--- config.mk ---
export PLATFORM = sky130hd
export DESIGN_NAME = cinit_gen
export DESIGN_NICKNAME = d
export VERILOG_FILES = /design/src/rtl/cinit_gen_pkg.sv /design/src/rtl/cinit_gen_nrs_mult.sv /design/src/rtl/cinit_gen.sv
export SDC_FILE = /design/constraint.sdc
export NUM_CORES = 1
export LEC_CHECK = 0
export BUFFER_PORTS_ARGS = -buffer_cell sky130_fd_sc_hd__buf_2
export CORE_MARGIN = 3
export CORE_UTILIZATION = 25
export DETAILED_ROUTE_END_ITERATION = 10
export PLACE_DENSITY = 0.49
export REMOVE_ABC_BUFFERS = 1
export SLEW_MARGIN = 20
export SYNTH_ARGS = -nofsm -noshare
export SYNTH_HDL_FRONTEND = slang
export SYNTH_SLANG_ARGS = --single-unit
--- constraint.sdc ---
create_clock -name clk -period 11.47 [get_ports clk]
set_input_delay 2.8675 -clock clk [delete_from_list [all_inputs] [get_ports clk]]
set_output_delay 2.8675 -clock clk [all_outputs]
set_load 0.02 [all_outputs]
--- src/rtl/cinit_gen_pkg.sv ---
// Shared constants and types for the Gold-sequence initialiser generator.
package cinit_gen_pkg;

    localparam int unsigned CINIT_W      = 28;
    localparam int unsigned SHIFT        = 10;
    localparam int unsigned L_FIRST      = 5;
    localparam int unsigned L_SECOND     = 6;
    localparam int unsigned SYM_PER_SLOT = 7;

    localparam int unsigned DEF_WIDTH    = 18;
    localparam int unsigned DEF_WIDTH_A  = 8;
    localparam int unsigned DEF_WIDTH_B  = 9;

    typedef enum logic {
        SYM_L5 = 1'b0,
        SYM_L6 = 1'b1
    } sym_e;

endpackage

--- src/rtl/cinit_gen_nrs_mult.sv ---
// Combinational unsigned multiplier, zero-extended to the product width.
module nrs_mult #(
    parameter int unsigned WIDTH_A = 8,
    parameter int unsigned WIDTH_B = 9,
    parameter int unsigned WIDTH   = 18
) (
    input  logic [WIDTH_A-1:0] a,
    input  logic [WIDTH_B-1:0] b,
    output logic [WIDTH-1:0]   p
);

    assign p = WIDTH'(a) * WIDTH'(b);

endmodule

--- src/rtl/cinit_gen.sv ---
// Generates cinit for symbol pairs (l=5, l=6) of a slot, one result per run cycle.
module cinit_gen
    import cinit_gen_pkg::*;
#(
    parameter int unsigned WIDTH   = DEF_WIDTH,
    parameter int unsigned WIDTH_A = DEF_WIDTH_A,
    parameter int unsigned WIDTH_B = DEF_WIDTH_B
) (
    input  logic               clk,
    input  logic               rst,
    input  logic               run,
    input  logic [WIDTH_B-1:0] N_cell_ID,
    input  logic [4:0]         slot,
    output logic [CINIT_W-1:0] cinit,
    output logic               valid
);

    sym_e               state_q;
    sym_e               state_d;
    logic [WIDTH_A-1:0] a_term;
    logic [WIDTH-1:0]   prod;
    logic [WIDTH-1:0]   sum;
    logic [CINIT_W-1:0] cinit_d;
    logic               valid_d;
    int unsigned        l_val;

    always_ff @(posedge clk) begin
        if (!rst) begin
            state_q <= SYM_L5;
        end else begin
            state_q <= state_d;
        end
    end

    always_comb begin
        state_d = state_q;
        if (run) begin
            state_d = (state_q == SYM_L5) ? SYM_L6 : SYM_L5;
        end
    end

    // A = 7*(slot+1) + l + 1 uses the symbol index before it toggles
    assign l_val  = (state_q == SYM_L5) ? L_FIRST : L_SECOND;
    assign a_term = WIDTH_A'(SYM_PER_SLOT * (32'(slot) + 32'd1) + l_val + 32'd1);

    nrs_mult #(
        .WIDTH_A (WIDTH_A),
        .WIDTH_B (WIDTH_B),
        .WIDTH   (WIDTH)
    ) u_mult (
        .a (a_term),
        .b (N_cell_ID),
        .p (prod)
    );

    // A*(2N+1) = 2*(A*N) + A
    assign sum = (prod << 1) + WIDTH'(a_term);

    always_comb begin
        cinit_d = cinit;
        valid_d = 1'b0;
        if (run) begin
            cinit_d = (CINIT_W'(sum) << SHIFT) + CINIT_W'({N_cell_ID, 1'b1});
            valid_d = (state_q == SYM_L5);
        end
    end

    always_ff @(posedge clk) begin
        if (!rst) begin
            cinit <= '0;
            valid <= 1'b0;
        end else begin
            cinit <= cinit_d;
            valid <= valid_d;
        end
    end

endmodule

* Word level (Yosys, flattened, before mapping)
Index checks and enable logic that the tools add are counted.
Operators by class: $add $sub $neg 5, multiply operators 2, divide/modulo/power cells 0, $lt $le $gt $ge 0, equal/unequal tests 0, shifts and indexed selects 0, muxes and demuxes 2, bitwise logic cells 1, reductions and logical operators 1
Operators with widths (number):
- 28-bit by 10-bit adder with 28-bit output | 1
- 18-bit by 8-bit adder with 18-bit output | 1
- 8-bit by 9-bit multiplier with 17-bit output | 1
- 8-bit by 1-bit adder with 8-bit output, second input constant | 1
- 8-bit by 3-bit adder with 8-bit output | 1
- 3-bit by 6-bit multiplier with 8-bit output, first input constant | 1
- 5-bit by 1-bit adder with 6-bit output, second input constant | 1
- 2-bit 2-to-1 mux | 1
- 2-bit AND reduction | 1
- 1-bit 2-to-1 mux | 1
- 1-bit NOT | 1
Word-level totals: register bits after elaboration 30, bits in latches 0, bits in writable memories 0, memory bits (read-only) 0, input port bits 17, word-level logic and storage cells 14, memories kept 0

* Depth between registers and ports, before layout
Gate-level depths: netlist of run 1.
depth after elaboration 7, depth in mapped cells 32, mapped depth without buffers 30

* Modules after synthesis
From an unflattened synthesis of run 1, not the netlist that was laid out.
Second synthesis, totals: cell total of the unflattened synthesis 521, area, all modules 4540.6 um^2
Modules (own cells, without submodules):
- nrs_mult | times used 1, cells each 292, area each 2467.4 um^2
- cinit_gen | times used 1, cells each 229, area each 2073.2 um^2

* Worst setup path after synthesis of run 1
Ideal clock, no wire load.
path kind input-to-reg, start point in slot[0], end point reg cinit[26], arrival 9678 ps, data required time 11351 ps, setup slack 1673 ps, cell stages on the path 29, path buffers 1, cells stage by stage ha_1 -> clkbuf_1 -> nand3_1 -> xor2_1 -> xor2_1 -> ha_1 -> ha_1 -> ha_1 -> inv_1 -> o21bai_1 -> a21oi_1 -> xnor2_1 -> nand2_1 -> fa_1 -> fa_1 -> inv_1 -> fa_1 -> inv_1 -> fa_1 -> inv_1 -> ha_1 -> o21ai_0 -> or4b_4 -> o2111ai_4 -> nand4_4 -> or3_4 -> nor4_4 -> xnor2_1 -> a21oi_1
Between the ends: longest elaborated chain between the ends 7
RTL lines:
- start, declared | RTL line cinit_gen.sv:13 | input logic [4:0] slot,
- 5-bit by 1-bit adder with 6-bit output (*) | RTL line cinit_gen.sv:44 | assign a_term = WIDTH_A'(SYM_PER_SLOT * (32'(slot) + 32'd1) + l_val + 32'd1);
- 3-bit by 6-bit multiplier with 8-bit output (*) | RTL line cinit_gen.sv:44
- 8-bit by 3-bit adder with 8-bit output (*) | RTL line cinit_gen.sv:44
- 8-bit by 1-bit adder with 8-bit output (*) | RTL line cinit_gen.sv:44
- 8-bit by 9-bit multiplier with 17-bit output | RTL line cinit_gen_nrs_mult.sv:12 | assign p = WIDTH'(a) * WIDTH'(b);
- 18-bit by 8-bit adder with 18-bit output (*) | RTL line cinit_gen.sv:57 | assign sum = (prod << 1) + WIDTH'(a_term);
- 28-bit by 10-bit adder with 28-bit output (*) | RTL line cinit_gen.sv:63 | cinit_d = (CINIT_W'(sum) << SHIFT) + CINIT_W'({N_cell_ID, 1'b1});
- end signal, assigned | RTL line cinit_gen.sv:73 | cinit <= cinit_d;
- end, declared | RTL line cinit_gen.sv:14 | output logic [CINIT_W-1:0] cinit,
Mark *: on every way between the ends. The rest lies on a longest branch, timed or not. A chain may end at the register's enable or synchronous reset.

* Final worst setup path of run 1
Ends and elaborated chain as after synthesis.

==> results of run 1 <==
==> cells in the mapped netlist, types with 4 or more instances <==
library cell and number:
a211oi_1 7, a21o_1 7, a21oi_1 26, and2_1 44, buf_6 4, clkbuf_1 12
dfxtp_1 30, fa_1 44, ha_1 61, inv_1 83, mux2i_1 16, nand2_1 48
nand2b_1 5, nor2_1 38, nor3_1 5, o211ai_1 5, o21ai_0 13, xnor2_1 24
xor2_1 12
==> registers in the layout, summed over array words and instances, names as in the netlist <==
signal / count
cinit: 28
state_q: 1
valid: 1
==> worst max-delay path: cells and delay by family <==
family | cells | cell delay [ns]
adder cells (fa/ha/maj) | 9 | 3.64
AND/OR/NAND/NOR | 6 | 1.62
XOR/XNOR | 4 | 1.28
AO/OA/AOI/OAI | 5 | 0.65
buffers and inverters | 5 | 0.35
==> logic make-up after synthesis <==
| group | synth area share [%] |
|---|---|
| buf+inv | 8.92 |
| mux | 3.52 |
| xor+xnor | 6.93 |
| flops | 13.2 |
| compound gates | 12.0 |
| fa+ha+maj | 36.2 |
| simple gates | 19.2 |
==> cell type report <==
| type | count | area [um^2] |
|---|---|---|
| fill | 1902 | 12400 |
| timing repair buffer | 46 | 233 |
| clock buffer | 6 | 139 |
| multi-input combinational | 405 | 3550 |
| sequential | 30 | 601 |
| tap | 225 | 282 |
| inverter | 84 | 315 |
==> routing by layer <==
layer / wire length [um] / share of wire (%) / track usage (%) / vias up
met4: 72 / 0.68 / 1.68 / 0
met5: 0 / 0 / 0 / -
met1: 4910 / 46 / 14.4 / 1700
li1: - / - / - / 1811
met2: 5030 / 48 / 18.5 / 65
met3: 567 / 5.4 / 2.34 / 8
==> how the worst max path moves through the flow <==
stage / from / endpoint / slack, ns / cells past startpoint
finish: slot[0] / cinit[26]$_SDFFE_PN0P_ / 1.16 / 29
global route: slot[0] / cinit[25]$_SDFFE_PN0P_ / 0.52 / 29
CTS: slot[0] / cinit[26]$_SDFFE_PN0P_ / 1.12 / 29
detailed placement: slot[0] / cinit[26]$_SDFFE_PN0P_ / 0.86 / 29
global placement: slot[0] / cinit[26]$_SDFFE_PN0P_ / 1.04 / 29
floorplan: slot[0] / cinit[26]$_SDFFE_PN0P_ / 1.77 / 28
==> metrics by stage <==
stage | utilization, % | std cells | setup WS (ns) | instance area (um^2)
finish | 29.2 | 796 | 1.16 | 5120
global route | 29.2 | 796 | 0.524 | 5120
CTS | 29.1 | 796 | 1.12 | 5110
detailed placement | 28.3 | 790 | 0.857 | 4970
global placement | 28.3 | 790 | 1.04 | 4970
floorplan | - | 519 | 1.77 | 4460
==> impl_metrics.py, run 1 <==
metrics = {
    "clock_network": {
        "clkTransAtPathRegs_ns": 0.05,
        "cts-root-buf": "clkbuf_16",
        "cts.hold.buffers_added": 0,
        "cts.sinks": 30,
        "clock_latency_ns": 0.28,
        "cts_buffer_depth": 2,
        "postCtsResizedCells": 0,
        "cts_buffers": 5,
        "tritoncts": "done",
        "htree_levels": 2,
        "cts_setup_buffers": 0,
    },
    "synth": {
        "syn_area_um2": 4550,
        "yosysTopAreaCellShare_pct": 19.4,
        "ys.flop_type": "dfxtp_1",
        "synth_top_cell_by_area": "fa_1",
        "ys_ff_latch": 30,
        "synth-edff-count": 0,
        "netlist_instances": 535,
        "synth_area_leaders": "fa_1, ha_1, dfxtp_1",
        "ys_async_sr_fraction_pct": 0,
        "synth.avg_cell_area_um2": 8.50,
        "yosysSeqAreaShare_pct": 13.2,
        "ys_warn_count": 0,
        "synth_cell_type_count": 52,
    },
    "floorplanning": {
        "die_h_um": 141,
        "dieArea_um2": 19800,
        "rows": 48,
        "ioPinCount": 46,
        "initial_utilization_pct": 25.9,
        "die_x_um": 141,
        "core-area_um2": 17500,
    },
    "run": {
        "drv_cap": 0,
    },
    "global_route": {
        "grt_pass1_vias": 3621,
        "antenna_found_initial": 1,
        "grt_pass1_wl_um": 17700,
        "grt_max_degree": 43,
        "grt-ovfl-total": 0,
        "grtUsageTotal_pct": 10.9,
    },
    "drt": {
        "routedWlPerCell_um": 13.3,
        "drtIter0Drc": 197,
        "drc_errors": 0,
        "vias": 3584,
        "drt-total-wl_um": 10600,
        "dr.pass1.iters": 4,
        "avgViaCountPerCell": 4.50,
        "antenna_left": 0,
    },
    "setup_path": {
        "crit_path_end_kind": "flip-flop",
        "critPathArrivalTime_ns": 10.43,
        "timing.rr.start": "state_q$_SDFFE_PN0P_",
        "critPathKind": "input port to flip-flop",
        "crit_path_max_incr_delay_ns": 0.62,
        "reg2reg_slack_ns": 4.18,
        "reg2regPathDepth": 26,
        "r2r-end": "cinit[26]$_SDFFE_PN0P_",
        "crit_top_cell": "ha_1",
        "cp_max_fo": 10,
        "crit_slowest_cell": "xnor2_1",
        "worstSetupStartpointType": "input port",
        "cp.required_ns": 11.59,
    },
    "cells_and_area": {
        "layout_commonest_cell": "inv_1",
        "antenna_cells": 0,
        "area_delta_synth_final_pct": 12.5,
        "drive_above_1_share_pct": 11.4,
        "mostFrequentLayoutCells": "inv_1, ha_1, nand2_1",
        "nets": 694,
    },
    "status": {
        "status": "completed",
    },
    "min_path": {
        "whs_path_depth": 2,
        "hold_start": "cinit[12]$_SDFFE_PN0P_",
        "hold_path.class": "flip-flop to flip-flop",
        "hold_end": "cinit[12]$_SDFFE_PN0P_",
    },
    "sta": {
        "fin_skew_ns": 0.00379,
        "fin_tns_setup_ns": 0,
        "fin_hold_ws_ns": 0.470,
        "drv_slew": 0,
        "slew_headroom_pct": 33.8,
        "min_period_ns": 10.31,
        "worst_pin_slew_ns": 0.990,
        "clock.fmax_ghz": 0.0970,
        "hold_viol": 0,
        "setup_violations": 0,
        "rsz0062_at_grt": "no",
        "fin_crit_sh_pct": 89.9,
    },
    "placed_design": {
        "hpwl_um": 8480,
        "portBuffers": 45,
        "place_congestion": 0.818,
    },
}
Power of run 1 is left out: the tool's default activity adds up to more than one toggle a clock period on the data nets, which glitch-free logic cannot reach.
==> run 2, diff against run 1 <==
Settings changed: CORE_UTILIZATION 25 to 30, PLACE_DENSITY 0.49 to 0.55.
==> run 2 against run 1 <==
Compared with the run above:
- first-iteration DRC count shrank 38%
- cell count shrank 4.9%
- design area shrank 0.46%
- clock-buffer cell count grew 2
- setup slack lost 0.077 ns
- routed wire length shrank 3.3%
- fmax shrank 0.75%
==> impl_metrics.py, run 2 (synthesized netlist as in run 1, its figures left out) <==
metrics = {
    "status": {
        "status": "completed",
    },
    "drt": {
        "met2_length_um": 4850,
        "drtIter0Drc": 122,
        "antenna_left": 0,
        "top_layer": "met4",
        "avgViaCountPerCell": 4.79,
        "vias": 3628,
        "drc_errors": 0,
        "dr.pass1.iters": 4,
        "routedWlPerCell_um": 13.5,
        "drt-total-wl_um": 10200,
        "wl_met3_um": 301,
        "wl_met1_um": 5010,
    },
    "global_route": {
        "antenna_found_initial": 0,
        "grtUsageTotal_pct": 12.9,
        "grt_max_degree": 43,
        "grt_pass1_vias": 3686,
        "grt-ovfl-total": 0,
        "grt_pass1_wl_um": 17700,
    },
    "run": {
        "drv_cap": 0,
    },
    "clock_network": {
        "cts.hold.buffers_added": 0,
        "htree_levels": 2,
        "cts.sinks": 30,
        "cts-root-buf": "clkbuf_16",
        "tritoncts": "done",
        "cts_buffer_depth": 2,
        "cts_setup_buffers": 0,
        "cts_buffers": 5,
        "postCtsResizedCells": 0,
        "clock_latency_ns": 0.28,
        "clkTransAtPathRegs_ns": 0.05,
    },
    "setup_path": {
        "cp_top_family": "adder cells",
        "crit_slowest_cell": "xnor2_1",
        "crit_path_max_incr_delay_ns": 0.69,
        "crit_path_end_kind": "flip-flop",
        "cp_num_buf_inv": 5,
        "cp_max_fo": 10,
        "critPathArrivalTime_ns": 10.50,
        "critPathKind": "input port to flip-flop",
        "worstSetupStartpointType": "input port",
        "cp.required_ns": 11.59,
        "crit_top_cell": "ha_1",
    },
    "sta": {
        "setup_violations": 0,
        "slew_headroom_pct": 34.6,
        "min_period_ns": 10.39,
        "clock.fmax_ghz": 0.0963,
        "fin_tns_setup_ns": 0,
        "hold_viol": 0,
        "rsz0062_at_grt": "no",
        "fin_skew_ns": 0.00266,
        "drv_slew": 0,
        "worst_pin_slew_ns": 0.981,
        "fin_crit_sh_pct": 90.6,
    },
    "floorplanning": {
        "die_x_um": 129,
        "core-area_um2": 14700,
        "die_h_um": 129,
        "ioPinCount": 46,
        "dieArea_um2": 16700,
        "initial_utilization_pct": 30.9,
        "rows": 44,
    },
    "placed_design": {
        "place_congestion": 0.834,
        "hpwl_um": 8070,
        "portBuffers": 45,
    },
    "cells_and_area": {
        "drive_above_1_share_pct": 11.7,
        "top_register": "cinit",
        "mostFrequentLayoutCells": "inv_1, ha_1, nand2_1",
        "nets": 694,
        "layout_commonest_cell": "inv_1",
        "antenna_cells": 0,
        "area_delta_synth_final_pct": 12.0,
        "biggestRegsByFlops": "cinit (28), state_q (1), valid (1)",
        "largest_reg_flops": 28,
    },
    "min_path": {
        "hold_path.class": "flip-flop to flip-flop",
    },
}
[run 2: changes by cell type in the layout (fill, tap and decap cells not counted)]
cell      change
clkbuf_8      +2
[run 2: final cells by class]
type | instances | area, um^2
Multi-Input combinational cell | 405 | 3550
Sequential cell | 30 | 601
Fill cell | 1544 | 9610
Inverter | 84 | 315
Tap cell | 184 | 230
Timing Repair Buffer | 46 | 233
Clock buffer | 8 | 166
[run 2: final timing paths]
path	from	end	slack, ns	depth (start not counted)
hold reg to reg	cinit[0]$_SDFFE_PN0P_	cinit[0]$_SDFFE_PN0P_	0.46	2
setup reg to reg	state_q$_SDFFE_PN0P_	cinit[25]$_SDFFE_PN0P_	4.17	26
hold / removal	cinit[0]$_SDFFE_PN0P_	cinit[0]$_SDFFE_PN0P_	0.46	2
setup / recovery	slot[0]	cinit[25]$_SDFFE_PN0P_	1.08	29
[run 2: through the flow]
step           worst slack [ns]  util (%)  std cells  hold WS, ns  area [um^2]
3_5_place_dp              0.790      33.5        749        0.452         4920
5_1_grt                   0.514      34.7        757        0.483         5090
2_1_floorplan              1.77         -        519        0.532         4460
6_report                   1.08      34.7        757        0.457         5090
4_1_cts                    1.06      34.6        757        0.466         5090
3_3_place_gp               1.02      33.5        749        0.441         4920
[run 2: worst register-to-register path: cells and delay by family, from the launching register on]
| family | cells | cell delay, ns |
|---|---|---|
| fa+ha+maj | 8 | 3.30 |
| simple gates | 5 | 1.44 |
| compound gates | 7 | 1.08 |
| xor+xnor | 2 | 0.59 |
| flops | 1 | 0.40 |
| buf+inv | 4 | 0.31 |
[run 2: routing by layer]
layer  track usage (%)  up-vias
met2              21.7       53
met4              1.30        0
met5                 0        -
li1                  -     1813
met3              2.35       10
met1              17.9     1752
Power of run 2 is left out for the same reason.
==> run 3, diff against run 2 <==
Settings changed: PLACE_DENSITY 0.55 to unset, RECOVER_POWER set to 50, SKIP_CTS_REPAIR_TIMING set to 1.
==> run 3 against run 2 <==
Compared with the run above:
- clock-buffer cell count decreased by 1
- critical path depth unchanged
- die area unchanged
- utilization fell by 0.48 points
- register-to-register slack got worse by 0.03 ns
- fmax fell by 0.25%
- critical endpoint is now cinit[26]$_SDFFE_PN0P_
- cell count shrank 0.13%
- routed wire length fell by 1.1%
- critical path type unchanged
- setup slack got worse by 0.026 ns
- sequential cell count unchanged
- non-clock buffer count shrank 1
- clock skew decreased by 0.00091 ns
==> impl_metrics.py, run 3 (synthesized netlist as in run 1, its figures left out) <==
metrics = {
    "clock_network": {
        "cts-root-buf": "clkbuf_16",
        "cts_buffers": 5,
        "clkTransAtPathRegs_ns": 0.05,
        "cts.sinks": 30,
        "cts_buffer_depth": 2,
        "htree_levels": 2,
        "tritoncts": "done",
        "clock_latency_ns": 0.28,
    },
    "setup_path": {
        "critPathKind": "input port to flip-flop",
        "endpoint": "cinit[26]$_SDFFE_PN0P_",
        "worstSetupStartpointType": "input port",
        "crit_top_cell": "ha_1",
        "crit_path_end_kind": "flip-flop",
        "crit_slowest_cell": "xnor2_1",
        "cp_max_fo": 10,
        "reg2regPathDepth": 26,
        "critPathArrivalTime_ns": 10.53,
        "r2r-end": "cinit[26]$_SDFFE_PN0P_",
        "timing.rr.start": "state_q$_SDFFE_PN0P_",
        "cp.required_ns": 11.59,
        "reg2reg_slack_ns": 4.14,
        "crit_path_max_incr_delay_ns": 0.62,
        "critPathLaunch": "slot[0]",
    },
    "sta": {
        "fin_tns_setup_ns": 0,
        "fin_skew_ns": 0.00175,
        "min_period_ns": 10.41,
        "hold_viol": 0,
        "slew_headroom_pct": 30.7,
        "clock.fmax_ghz": 0.0960,
        "setup_violations": 0,
        "drv_slew": 0,
        "fin_crit_sh_pct": 90.8,
        "rsz0062_at_grt": "no",
        "worst_pin_slew_ns": 1.03,
    },
    "cells_and_area": {
        "top_register": "cinit",
        "layout_commonest_cell": "inv_1",
        "mostFrequentLayoutCells": "inv_1, ha_1, nand2_1",
        "finish.utilization_pct": 34.2,
        "largest_reg_flops": 28,
        "drive_above_1_share_pct": 6.12,
        "antenna_cells": 0,
        "num-fill-cells": 1563,
        "final_cell_count_no_fill": 756,
        "area_delta_synth_final_pct": 10.5,
        "multiInputGateArea_um2": 3540,
        "nets": 693,
        "regArea_um2": 601,
        "biggestRegsByFlops": "cinit (28), state_q (1), valid (1)",
    },
    "drt": {
        "antenna_left": 0,
        "vias": 3670,
        "drc_errors": 0,
        "dr.pass1.iters": 4,
        "routedWlPerCell_um": 13.4,
        "drtIter0Drc": 161,
        "drt-total-wl_um": 10100,
        "avgViaCountPerCell": 4.85,
    },
    "placed_design": {
        "dp_cells": 748,
        "portBuffers": 45,
        "place_congestion": 0.847,
        "hpwl_um": 8180,
    },
    "global_route": {
        "grtUsageTotal_pct": 12.7,
        "grt_pass1_vias": 3653,
        "grt-ovfl-total": 0,
        "grt_pass1_wl_um": 17300,
        "grt_max_degree": 43,
        "antenna_found_initial": 1,
    },
    "floorplanning": {
        "core-area_um2": 14700,
        "rows": 44,
        "die_x_um": 129,
        "die_h_um": 129,
        "ioPinCount": 46,
        "initial_utilization_pct": 30.9,
        "dieArea_um2": 16700,
    },
    "status": {
        "status": "completed",
    },
    "run": {
        "drv_cap": 0,
    },
    "min_path": {
        "hold_path.class": "flip-flop to flip-flop",
    },
}
-- run 3: changes by cell type in the layout (fill, tap and decap cells not counted), sizes merged --
cell	before	now
clkinv	1	2
clkbuf	8	36
buf	46	16
-- run 3: through the flow --
stage	hold slack, ns	cell area, um^2	setup slack (ns)
2_1_floorplan	0.532	4460	1.77
3_3_place_gp	0.451	4910	1.10
3_5_place_dp	0.453	4910	0.830
4_1_cts	0.467	5060	1.07
5_1_grt	0.491	5020	0.567
6_report	0.463	5020	1.06
-- run 3: layout make-up --
type | count | area share (%)
clock inverters | 1 | 0.0996
clock buffers | 7 | 2.84
multi-input cells | 405 | 70.5
well taps | 184 | 4.58
inverters | 84 | 6.28
repair buffers | 45 | 3.76
flip-flops and latches | 30 | 12.0
-- run 3: routing by layer --
layer	wire (um)	track usage, %	vias up	part of all wire (%)
met4	48	2.04	0	0.47
met3	496	2.31	4	4.9
met2	4900	21.3	77	48
li1	-	-	1811	-
met5	0	0	-	0
met1	4660	17.4	1778	46
-- run 3: how the worst min path moves through the flow --
| stage | start | to | slack [ns] | cells past startpoint |
|---|---|---|---|---|
| floorplan | state_q$_SDFFE_PN0P_ | state_q$_SDFFE_PN0P_ | 0.53 | 2 |
| global placement | cinit[0]$_SDFFE_PN0P_ | cinit[0]$_SDFFE_PN0P_ | 0.45 | 2 |
| detailed placement | cinit[0]$_SDFFE_PN0P_ | cinit[0]$_SDFFE_PN0P_ | 0.45 | 2 |
| CTS | cinit[0]$_SDFFE_PN0P_ | cinit[0]$_SDFFE_PN0P_ | 0.47 | 2 |
| global route | cinit[0]$_SDFFE_PN0P_ | cinit[0]$_SDFFE_PN0P_ | 0.49 | 2 |
| finish | cinit[0]$_SDFFE_PN0P_ | cinit[0]$_SDFFE_PN0P_ | 0.46 | 2 |
-- run 3: worst max-delay path, delay by kind of cell --
kind                       cells  cell delay [ns]
buffers and inverters          5             0.36
adders and majority gates      9             3.72
AOI/OAI and AO/OA              5             0.59
and+or+nand+nor                6             1.65
xor gates and xnor gates       4             1.31
Power of run 3 is left out for the same reason.
